File: src/rtl/fb_flip_ctrl.sv
// -----------------------------------------------------------------------------
// fb_flip_ctrl
//
// Double-buffer page-flip controller and front-buffer read-address generator
// for the MTL display path. The renderer draws into the back buffer and pulses
// iSWAP_REQ when it is done. The front and back buffers are swapped only on
// iEnd_Frame, so the panel never shows a torn frame. The block also converts
// the timing generator's look-ahead pixel coordinates into linear SDRAM word
// addresses inside the current front buffer.
//
// Optional feature macro: FB_FLIP_INTERVAL_EN
//   When defined, the block adds a 2-bit input iSWAP_INTERVAL. A flip is then
//   allowed only once enough iEnd_Frame pulses have been seen since the
//   previous flip (a value of 0 behaves as 1). When undefined, every iEnd_Frame
//   seen while a request is pending performs the flip.
//
// Ports:
//   iCLK             LCD pixel clock
//   iRST             synchronous, active-high reset
//   iNew_Frame       one-cycle frame-start pulse (advances oFRAME_CNT)
//   iEnd_Frame       one-cycle pulse after the last visible pixel (flip point)
//   iDISPLAY_ACTIVE  next-pixel-visible flag, delayed to form oRD_EN
//   iNEXT2_X         look-ahead x coordinate, 0..H_ACTIVE-1
//   iNEXT2_Y         look-ahead y coordinate, 0..V_ACTIVE-1
//   iSWAP_INTERVAL   minimum frames between flips (FB_FLIP_INTERVAL_EN only)
//   iSWAP_REQ        one-cycle pulse: back buffer complete
//   oSWAP_ACK        one-cycle pulse: flip performed
//   oBACK_READY      renderer may write the back buffer
//   oFRONT_IDX       buffer index being displayed
//   oBACK_IDX        buffer index for rendering (always ~oFRONT_IDX)
//   oRD_ADDR         SDRAM read word address (registered)
//   oRD_EN           read strobe qualifying oRD_ADDR (registered)
//   oFRAME_CNT       count of iNew_Frame pulses, wraps to 0
// -----------------------------------------------------------------------------
module fb_flip_ctrl #(
  parameter int                H_ACTIVE  = 800,
  parameter int                V_ACTIVE  = 480,
  parameter int                ADDR_W    = 24,
  parameter logic [ADDR_W-1:0] BUF0_BASE = 24'h000000,
  parameter logic [ADDR_W-1:0] BUF1_BASE = 24'h060000
) (
  input  logic              iCLK,
  input  logic              iRST,
  input  logic              iNew_Frame,
  input  logic              iEnd_Frame,
  input  logic              iDISPLAY_ACTIVE,
  input  logic [10:0]       iNEXT2_X,
  input  logic [9:0]        iNEXT2_Y,
`ifdef FB_FLIP_INTERVAL_EN
  input  logic [1:0]        iSWAP_INTERVAL,
`endif
  input  logic              iSWAP_REQ,
  output logic              oSWAP_ACK,
  output logic              oBACK_READY,
  output logic              oFRONT_IDX,
  output logic              oBACK_IDX,
  output logic [ADDR_W-1:0] oRD_ADDR,
  output logic              oRD_EN,
  output logic [15:0]       oFRAME_CNT
);

  // Row stride as a bit vector; each set bit contributes one shifted copy of y.
  localparam logic [ADDR_W-1:0] STRIDE = ADDR_W'(H_ACTIVE);
  localparam logic [10:0]       X_MAX  = 11'(H_ACTIVE - 1);
  localparam logic [9:0]        Y_MAX  = 10'(V_ACTIVE - 1);

  typedef enum logic [1:0] {
    S_IDLE    = 2'd0,
    S_PENDING = 2'd1,
    S_FLIP    = 2'd2
  } state_t;

  state_t              state_q, state_d;
  logic                front_q, front_d;
  logic                ack_q, ack_d;
  logic                back_ready_q, back_ready_d;
  logic [ADDR_W-1:0]   rd_addr_q, rd_addr_d;
  logic                rd_en_q, rd_en_d;
  logic [15:0]         frame_cnt_q, frame_cnt_d;
  logic                flip_ok_s;

  // y * H_ACTIVE built from shifts and adds. For H_ACTIVE=800 this reduces to
  // (y<<9) + (y<<8) + (y<<5); the sum is truncated to ADDR_W.
  function automatic logic [ADDR_W-1:0] mul_stride(input logic [9:0] y);
    logic [ADDR_W-1:0] acc;
    logic [ADDR_W-1:0] y_ext;
    acc   = {ADDR_W{1'b0}};
    y_ext = {{(ADDR_W-10){1'b0}}, y};
    for (int i = 0; i < ADDR_W; i++) begin
      if (STRIDE[i]) begin
        acc = acc + (y_ext << i);
      end else begin
        acc = acc;
      end
    end
    return acc;
  endfunction

`ifdef FB_FLIP_INTERVAL_EN
  // End-of-frame pulses seen since the last flip, saturating at 3.
  logic [1:0] int_cnt_q, int_cnt_d;
  logic [1:0] int_eff_s;

  // Interval permission and counter next-state.
  always_comb begin
    int_eff_s = (iSWAP_INTERVAL == 2'd0) ? 2'd1 : iSWAP_INTERVAL;
    // Compare the count before this pulse plus one, in 3 bits so 3+1 cannot wrap.
    flip_ok_s = (({1'b0, int_cnt_q} + 3'd1) >= {1'b0, int_eff_s});
    if (state_q == S_FLIP) begin
      int_cnt_d = 2'd0;
    end else if (iEnd_Frame && (int_cnt_q != 2'd3)) begin
      int_cnt_d = int_cnt_q + 2'd1;
    end else begin
      int_cnt_d = int_cnt_q;
    end
  end

  // Interval counter register.
  always_ff @(posedge iCLK) begin
    if (iRST) begin
      int_cnt_q <= 2'd0;
    end else begin
      int_cnt_q <= int_cnt_d;
    end
  end
`else
  // Without the interval feature every pending end-of-frame may flip.
  always_comb begin
    flip_ok_s = 1'b1;
  end
`endif

  // Flip FSM next-state and registered-output next values.
  always_comb begin
    state_d = state_q;
    front_d = front_q;
    ack_d   = 1'b0;
    case (state_q)
      S_IDLE: begin
        // A request coinciding with iEnd_Frame only arms; it flips next frame.
        if (iSWAP_REQ) begin
          state_d = S_PENDING;
        end else begin
          state_d = S_IDLE;
        end
      end
      S_PENDING: begin
        // Further requests are ignored here: no queueing.
        if (iEnd_Frame && flip_ok_s) begin
          state_d = S_FLIP;
        end else begin
          state_d = S_PENDING;
        end
      end
      S_FLIP: begin
        state_d = S_IDLE;
        front_d = ~front_q;
        ack_d   = 1'b1;
      end
      default: begin
        // Unreachable encoding: recover to a safe state without flipping.
        state_d = S_IDLE;
      end
    endcase
    // Registered so that it reflects the state the FSM is about to be in.
    back_ready_d = (state_d == S_IDLE);
  end

  // Read-address, strobe and frame-counter next values.
  always_comb begin
    logic [10:0]       x_s;
    logic [9:0]        y_s;
    logic [ADDR_W-1:0] base_s;
    // Coordinates arrive clamped; re-clamp defensively so a bad input can
    // never address outside the buffer.
    if (iNEXT2_X > X_MAX) begin
      x_s = X_MAX;
    end else begin
      x_s = iNEXT2_X;
    end
    if (iNEXT2_Y > Y_MAX) begin
      y_s = Y_MAX;
    end else begin
      y_s = iNEXT2_Y;
    end
    // Registered front index: a flip takes effect from the next frame start.
    if (front_q) begin
      base_s = BUF1_BASE;
    end else begin
      base_s = BUF0_BASE;
    end
    rd_addr_d = base_s + mul_stride(y_s) + {{(ADDR_W-11){1'b0}}, x_s};
    rd_en_d   = iDISPLAY_ACTIVE;
    if (iNew_Frame) begin
      frame_cnt_d = frame_cnt_q + 16'd1;
    end else begin
      frame_cnt_d = frame_cnt_q;
    end
  end

  // State and output registers with synchronous reset.
  always_ff @(posedge iCLK) begin
    if (iRST) begin
      state_q      <= S_IDLE;
      front_q      <= 1'b0;
      ack_q        <= 1'b0;
      back_ready_q <= 1'b1;
      rd_addr_q    <= {ADDR_W{1'b0}};
      rd_en_q      <= 1'b0;
      frame_cnt_q  <= 16'd0;
    end else begin
      state_q      <= state_d;
      front_q      <= front_d;
      ack_q        <= ack_d;
      back_ready_q <= back_ready_d;
      rd_addr_q    <= rd_addr_d;
      rd_en_q      <= rd_en_d;
      frame_cnt_q  <= frame_cnt_d;
    end
  end

  assign oSWAP_ACK   = ack_q;
  assign oBACK_READY = back_ready_q;
  assign oFRONT_IDX  = front_q;
  assign oBACK_IDX   = ~front_q;
  assign oRD_ADDR    = rd_addr_q;
  assign oRD_EN      = rd_en_q;
  assign oFRAME_CNT  = frame_cnt_q;

endmodule

File: config.mk
export PLATFORM = sky130hd
export DESIGN_NAME = fb_flip_ctrl
export DESIGN_NICKNAME = d
export VERILOG_FILES = /design/src/rtl/fb_flip_ctrl.sv
export SDC_FILE = /design/constraint.sdc
export NUM_CORES = 1
export LEC_CHECK = 0
export ABC_AREA = 0
export CORE_MARGIN = 3
export CORE_UTILIZATION = 35
export DETAILED_ROUTE_END_ITERATION = 10
export SLEW_MARGIN = 5
export SYNTH_ARGS = -nofsm -noshare
export SYNTH_HDL_FRONTEND = slang
export SYNTH_SLANG_ARGS = --single-unit
File: constraint.sdc
create_clock -name iCLK -period 5.8 [get_ports iCLK]
set_input_delay 1.16 -clock iCLK [delete_from_list [all_inputs] [get_ports iCLK]]
set_output_delay 1.16 -clock iCLK [all_outputs]
set_load 0.005 [all_outputs]
==> results of run 1 <==
## sequential cells by signal, indices dropped and copies added, names as in the netlist
| signal | count |
|---|---|
| oRD_ADDR | 21 |
| oFRAME_CNT | 16 |
| state_q | 2 |
| oBACK_READY | 1 |
| oFRONT_IDX | 1 |
| oRD_EN | 1 |
| oSWAP_ACK | 1 |
## routing by layer
| metal | vias to the layer above | share of wire, % |
|---|---|---|
| li1 | 1103 | - |
| met1 | 920 | 48 |
| met2 | 48 | 44 |
| met3 | 8 | 5.4 |
| met4 | 0 | 2.0 |
| met5 | - | 0 |
## area by class of cell
cell class | count | area, µm²
clock buffers | 7 | 76.3
clock inverters | 1 | 5.00
fillers | 757 | 3790
inverters | 33 | 124
multi-input cells | 210 | 1630
flip-flops and latches | 43 | 861
well taps | 99 | 124
repair buffers | 69 | 688
## power by group through the flow
stage / registers [W] / logic [W] / clock network (W)
after floorplan: 0.000352 / 0.000198 / 0
after detailed placement: 0.000349 / 0.000332 / 0
after CTS: 0.000341 / 0.000335 / 0.000188
after global placement: 0.000349 / 0.000329 / 0
final: 0.000341 / 0.000332 / 0.000179
after global routing: 0.000345 / 0.000379 / 0.000199
## worst max-delay path, delay by kind of cell
family	cells	cell delay, ns
AO/OA/AOI/OAI	4	1.09
AND/OR/NAND/NOR	3	0.78
multiplexers	1	0.29
buffers and inverters	2	0.46
adder cells (fa/ha/maj)	4	1.03
## stage by stage
stage          hold slack, ns  util (%)  worst slack, ns  cells  total power, W
6_report                0.473      48.1             1.15    462        0.000852
5_1_grt                 0.512      48.1            0.884    462        0.000923
4_1_cts                 0.480      48.1             1.13    462        0.000865
2_1_floorplan           0.438         -             1.65    295        0.000550
3_5_place_dp            0.469      46.9            0.841    454        0.000681
3_3_place_gp            0.459      46.9            0.940    454        0.000678
## placed cells by master, fill, tap and decap left out, types with 5 or more instances in the layout
cell | netlist | final
xor2_1 | 7 | 7
clkbuf_8 | 0 | 5
a211oi_1 | 5 | 5
ha_1 | 32 | 32
dfxtp_1 | 43 | 43
fa_1 | 10 | 10
or2_2 | 5 | 5
nor2b_1 | 14 | 14
nand2_1 | 7 | 7
conb_1 | 2 | 7
inv_1 | 33 | 33
o21ai_0 | 9 | 9
nor2_1 | 36 | 36
xnor2_1 | 11 | 11
clkdlybuf4s50_1 | 0 | 68
a21oi_1 | 15 | 15
## how the worst min path moves through the flow
stage	from	end	depth (start not counted)
final	state_q[0]$_SDFF_PP0_	state_q[0]$_SDFF_PP0_	1
after global routing	state_q[0]$_SDFF_PP0_	state_q[0]$_SDFF_PP0_	1
after CTS	state_q[0]$_SDFF_PP0_	state_q[0]$_SDFF_PP0_	1
after detailed placement	state_q[0]$_SDFF_PP0_	state_q[0]$_SDFF_PP0_	1
after global placement	state_q[0]$_SDFF_PP0_	state_q[0]$_SDFF_PP0_	1
after floorplan	state_q[0]$_SDFF_PP0_	state_q[0]$_SDFF_PP0_	1
## cell families after synthesis
logic type               count (synthesis)  synth area share [%]
buffers and inverters                   42                  6.40
AO/OA/AOI/OAI                           48                  11.9
flip-flops                              43                  32.6
AND/OR/NAND/NOR                         90                  18.0
multiplexers                             5                  2.09
adder cells (fa/ha/maj)                 42                  22.8
XOR/XNOR                                18                  5.98
other                                    2                 0.285
==> reports/summary.txt, run 1 <==
vias: 2079
Comb power frac: 39.0%
# hold bufs at CTS: 0
Worst Skew: 0.00422 ns
syn avg cell area: 9.09 µm²
RSZ-0062 raised after global routing: no
met1 usage: 15.7%
met2 GRT Util: 19.9%
Final GP Congestion: 0.781
fin. max-slew vios: 0
met3 GRT Util: 2.44%
hpwl dp: 4080 µm
top cells by area in the synthesized netlist: dfxtp_1 (33%), ha_1 (15%), fa_1 (7.6%)
Cell Int Power: 0.000591 W
initial detailed-routing violation count: 58
R2R setup slack: 2.92 ns
Die ar.: 8610 µm²
number of synthesized flops with an enable pin: 0
critical path endpoint: oRD_ADDR[15]$_SDFF_PP0_
biggest area consumer among synthesized cells: dfxtp_1
PD cells: 243 nW/µm²
CTS tree: done
setup_tns: 0 ns
sequential element share of the synthesized area: 32.6%
share of cells above drive strength 1: 6.34%
DIE HEIGHT: 92.8 µm
reg2reg start: oFRONT_IDX$_SDFFE_PP0P_
Gates resized, CTS repair: 0
FMAX: 0.215 GHz
Area Overhead vs Synth: 32.9%
Port-buffer cells: 68
flops & latches, synth: 43
Arr. time, crit path: 4.82 ns
Total Nets Final: 431
Reg-to-Reg End: oRD_ADDR[19]$_SDFF_PP0_
Diodes inserted: 0
proportion of netlist area held by the largest area contributor: 32.6%
number of global-route vias before repair: 2018
setup violators final: 0
dpl cell area: 3420 µm²
Max Cap Viol: 0
Routed Antenna Nets: 0
Async SR Flop Fraction: 0%
Starting Density: 36.2%
clk root buf: clkbuf_8
CTS buffer count: 5
crit path launch: iNEXT2_X[7]
first-pass GRT wire length: 8800 µm
# H-tree levels: 2
Commonest cells post-synth: dfxtp_1 (43), nor2_1 (36), inv_1 (33), ha_1 (32), a21oi_1 (15)
CTS Buffer Depth: 2
later-pin clock latency in the skew report: 0.29 ns
Worst setup EP type: register
Synth Flop Type: dfxtp_1
clock share of power: 21.0%
Hold Violations, Final: 0
WP data required: 5.98 ns
largest net degree at the start of global routing: 47
GR Overflow Total: 0
Seq pwr share: 40.0%
number of vias per cell: 4.50
critical path fanouts, max: 9
Ys Warns: 0
DR WL/cell: 10.9 µm
startpoint types: input pin
CP cell instances: clkdlybuf4s50_1 -> or3_1 -> a31oi_2 -> and2_1 -> ha_1 -> ha_1 -> ha_1 -> inv_1 -> fa_1 -> nor2b_1 -> o31ai_1 -> a21oi_1 -> a31oi_1 -> mux2_2
Hold WC Path Type: reg2reg
crit path time final: 4.65 ns
most numerous cell on the critical path: ha_1
remaining routing DRC violations: 0
slowest CP cell: a31oi_2
post-CTS setup buffer count: 0
Switching Power: 0.000261 W
Clock transition at path regs: 0.07 ns
Worst VDD drop: 69.0 µV
Worst path max stage delay: 0.42 ns
post-synthesis cell area: 2640 µm²
First-pass DRT Iterations: 4
Synth cell types: 42
Syn Inst Count: 290
Sink Count: 43
switching share of power: 30.6%
most common cell in the netlist: dfxtp_1
leakage: 1.50 nW
run status: completed
Die Wd: 92.8 µm
std cell rows: 31
IO Pins: 72
core area: 7290 µm²
R2R depth: 9
GRT busiest layer: met2
period utilization: 80.1%
Post-Layout Inst Area: 3500 µm²
Setup Crit Path Kind: in2reg
final wirelength: 5050 µm
initial antenna violation count: 0
gr usage total: 12.3%
No activity file was read; power rests on OpenSTA's default activity.
==> run 2, diff against run 1 <==
- clock period: 5.8 -> 4.25 ns (I/O delays scaled with it)
==> run 2 against run 1 <==
Net effect:
- clock skew decreased by 0.00065 ns
- first-iteration DRC count grew 29%
- worst setup slack got worse by 0.89 ns
- clock power rose by 37%
- combinational power is 50% higher
- power is 42% higher
- register-to-register slack worse by 1.5 ns
- sequential power up 36%
- sequential cell count is the same
- design area grew 5.0%
- wire length shrank 0.36%
- critical path type unchanged
- critical endpoint is now oRD_ADDR[17]$_SDFF_PP0_
- largest power group is now combinational logic
- highest routed layer unchanged
==> reports/summary.txt, run 2 (synthesis gave the netlist of run 1 again) <==
run status: completed
Final Util: 50.4% (+2.4 points)
Sink Count: 43 (unchanged)
Die Wd: 92.8 µm (unchanged)
CTS buffer count: 5 (unchanged)
post-CTS setup buffer count: 0 (unchanged)
Worst VDD drop: 104 µV (+51%)
max reg flops: 21 (unchanged)
HP Start: oFRAME_CNT[15]$_SDFFE_PP0P_
DIE HEIGHT: 92.8 µm (unchanged)
Hold Path End: oFRAME_CNT[15]$_SDFFE_PP0P_
Setup Crit Path Kind: in2reg
fillcell total: 745 (-1.6%)
Post-Layout Inst Area: 3680 µm² (+5.0%)
Hold Violations, Final: 0 (unchanged)
R2R setup slack: 1.40 ns (-1.52 ns)
clk root buf: clkbuf_8
gr usage total: 12.5% (+0.14 points)
Die ar.: 8610 µm² (unchanged)
DR WL/cell: 10.4 µm (-4.7%)
leakage: 1.60 nW (+6.7%)
most frequent cells in the layout: clkdlybuf4s50_1 (68), dfxtp_1 (43), nor2_1 (36)
remaining routing DRC violations: 0 (unchanged)
# H-tree levels: 2 (unchanged)
Non-Filler Instances: 483 (+4.5%)
most numerous cell on the critical path: ha_1
most common cell after layout, fill and taps aside: clkdlybuf4s50_1
vias: 2187 (+5.2%)
first-pass GRT wire length: 8960 µm (+1.9%)
R2R depth: 9 (unchanged)
setup violators final: 0 (unchanged)
First-pass DRT Iterations: 4 (unchanged)
IO Pins: 72 (unchanged)
final wirelength: 5030 µm (-0.36%)
setup_tns: 0 ns (unchanged)
Arr. time, crit path: 4.16 ns (-0.66 ns)
CTS Buffer Depth: 2 (unchanged)
hpwl dp: 4190 µm (+2.5%)
Reg-to-Reg End: oRD_ADDR[19]$_SDFF_PP0_
Worst setup EP type: register
Area Overhead vs Synth: 39.5%
Hold WC Path Type: reg2reg
Crit path depth: 14 (unchanged)
GR Overflow Total: 0 (unchanged)
share of cells above drive strength 1: 12.2% (+5.9 points)
Port-buffer cells: 68 (unchanged)
Worst Skew: 0.00358 ns (-0.000646 ns)
Routed Antenna Nets: 0 (unchanged)
Clock transition at path regs: 0.08 ns (about the same)
dpl cell area: 3580 µm² (+4.6%)
Final GP Congestion: 0.776 (-0.56%)
later-pin clock latency in the skew report: 0.29 ns (about the same)
worst slew pin tran: 0.907 ns
critical path fanouts, max: 4 (-5)
crit path time final: 3.99 ns
slew margin rel.: 39.4%
Largest delay share family, worst path: adder cells
Worst path max stage delay: 0.41 ns (about the same)
number of vias per cell: 4.53 (+0.62%)
cell total after placement: 475 (+4.6%)
worst path buffer plus inverter count: 2 (unchanged)
slowest CP cell: clkdlybuf4s50_1
initial antenna violation count: 0 (unchanged)
worst hold path cell count: 2 (+1)
CTS tree: done
FMAX: 0.251 GHz
Starting Density: 36.2% (unchanged)
WP data required: 4.43 ns (-1.55 ns)
Total Nets Final: 452 (+4.9%)
number of global-route vias before repair: 2134 (+5.7%)
initial detailed-routing violation count: 75 (+29%)
period utilization: 93.8%
Max Cap Viol: 0 (unchanged)
reg2reg start: oFRONT_IDX$_SDFFE_PP0P_
core area: 7290 µm² (unchanged)
startpoint types: input pin
fin. max-slew vios: 0 (unchanged)
largest net degree at the start of global routing: 27 (-43%)
CP cell instances: clkdlybuf4s50_1 -> or3_1 -> a31oi_2 -> and2_1 -> ha_1 -> ha_1 -> ha_1 -> inv_1 -> fa_1 -> nor2b_1 -> o31ai_2 -> a21oi_1 -> a31oi_1 -> mux2_2
Diodes inserted: 0 (unchanged)
RSZ-0062 raised after global routing: no
PD cells: 329 nW/µm² (+35%)
std cell rows: 31 (unchanged)
==> run 2: changes by cell type in the layout (fill, tap and decap cells not counted), sizes merged <==
cell      previous run  this run
buf                  1        22
clkinvlp             0         1
clkbuf               7         6
==> run 2: worst max path at each step <==
| stage | endpoint | startpoint | slack (ns) |
|---|---|---|---|
| global route | oRD_ADDR[17]$_SDFF_PP0_ | iNEXT2_X[7] | 0.06 |
| CTS | oRD_ADDR[19]$_SDFF_PP0_ | iNEXT2_Y[6] | 0.14 |
| floorplan | oRD_ADDR[19]$_SDFF_PP0_ | iNEXT2_Y[5] | 0.41 |
| detailed placement | oRD_ADDR[19]$_SDFF_PP0_ | iNEXT2_Y[6] | -0.16 |
| finish | oRD_ADDR[17]$_SDFF_PP0_ | iNEXT2_X[7] | 0.26 |
| global placement | oRD_ADDR[19]$_SDFF_PP0_ | iNEXT2_Y[6] | -0.10 |
==> run 2: repair_timing <==
action / in CTS / in global routing
gates resized for setup: 0 / 2
setup endpoints to repair: 0 / 3
hold buffers: 0 / 0
==> run 2: metrics by stage <==
step	setup WS, ns	hold slack (ns)	total power (W)
global route	0.0594	0.522	0.00132
detailed placement	-0.155	0.478	0.000973
floorplan	0.407	0.438	0.000751
CTS	0.144	0.497	0.00123
finish	0.262	0.493	0.00121
global placement	-0.101	0.457	0.000968
==> run 2: worst min-delay path, cell delays in order, from the launching register on <==
cell and delay, ns:
dfxtp_1 0.32, o21ai_0 0.07, a21oi_1 0.06
==> run 2: per-layer routing <==
metal / track usage, % / wire, µm
met4: 5.13 / 83
met2: 21.3 / 2310
met5: 0 / 0
met1: 15.4 / 2420
met3: 2.19 / 218
==> run 2: power breakdown <==
part	total, W	internal [W]	leakage, nW	switching (W)
Clock	0.000246	0.000115	0.0412	0.000131
Combinational	0.000498	0.000279	1.20	0.000220
Sequential	0.000465	0.000450	0.354	0.0000150
==> run 2: final cells by class <==
class	instances	area [µm²]	share of cell area, %
well taps	99	124	3.37
inverters	33	124	3.37
repair buffers	90	846	23.0
clock inverters	2	12.5	0.340
multi-input cells	210	1640	44.6
flip-flops and latches	43	861	23.4
clock buffers	6	72.6	1.97
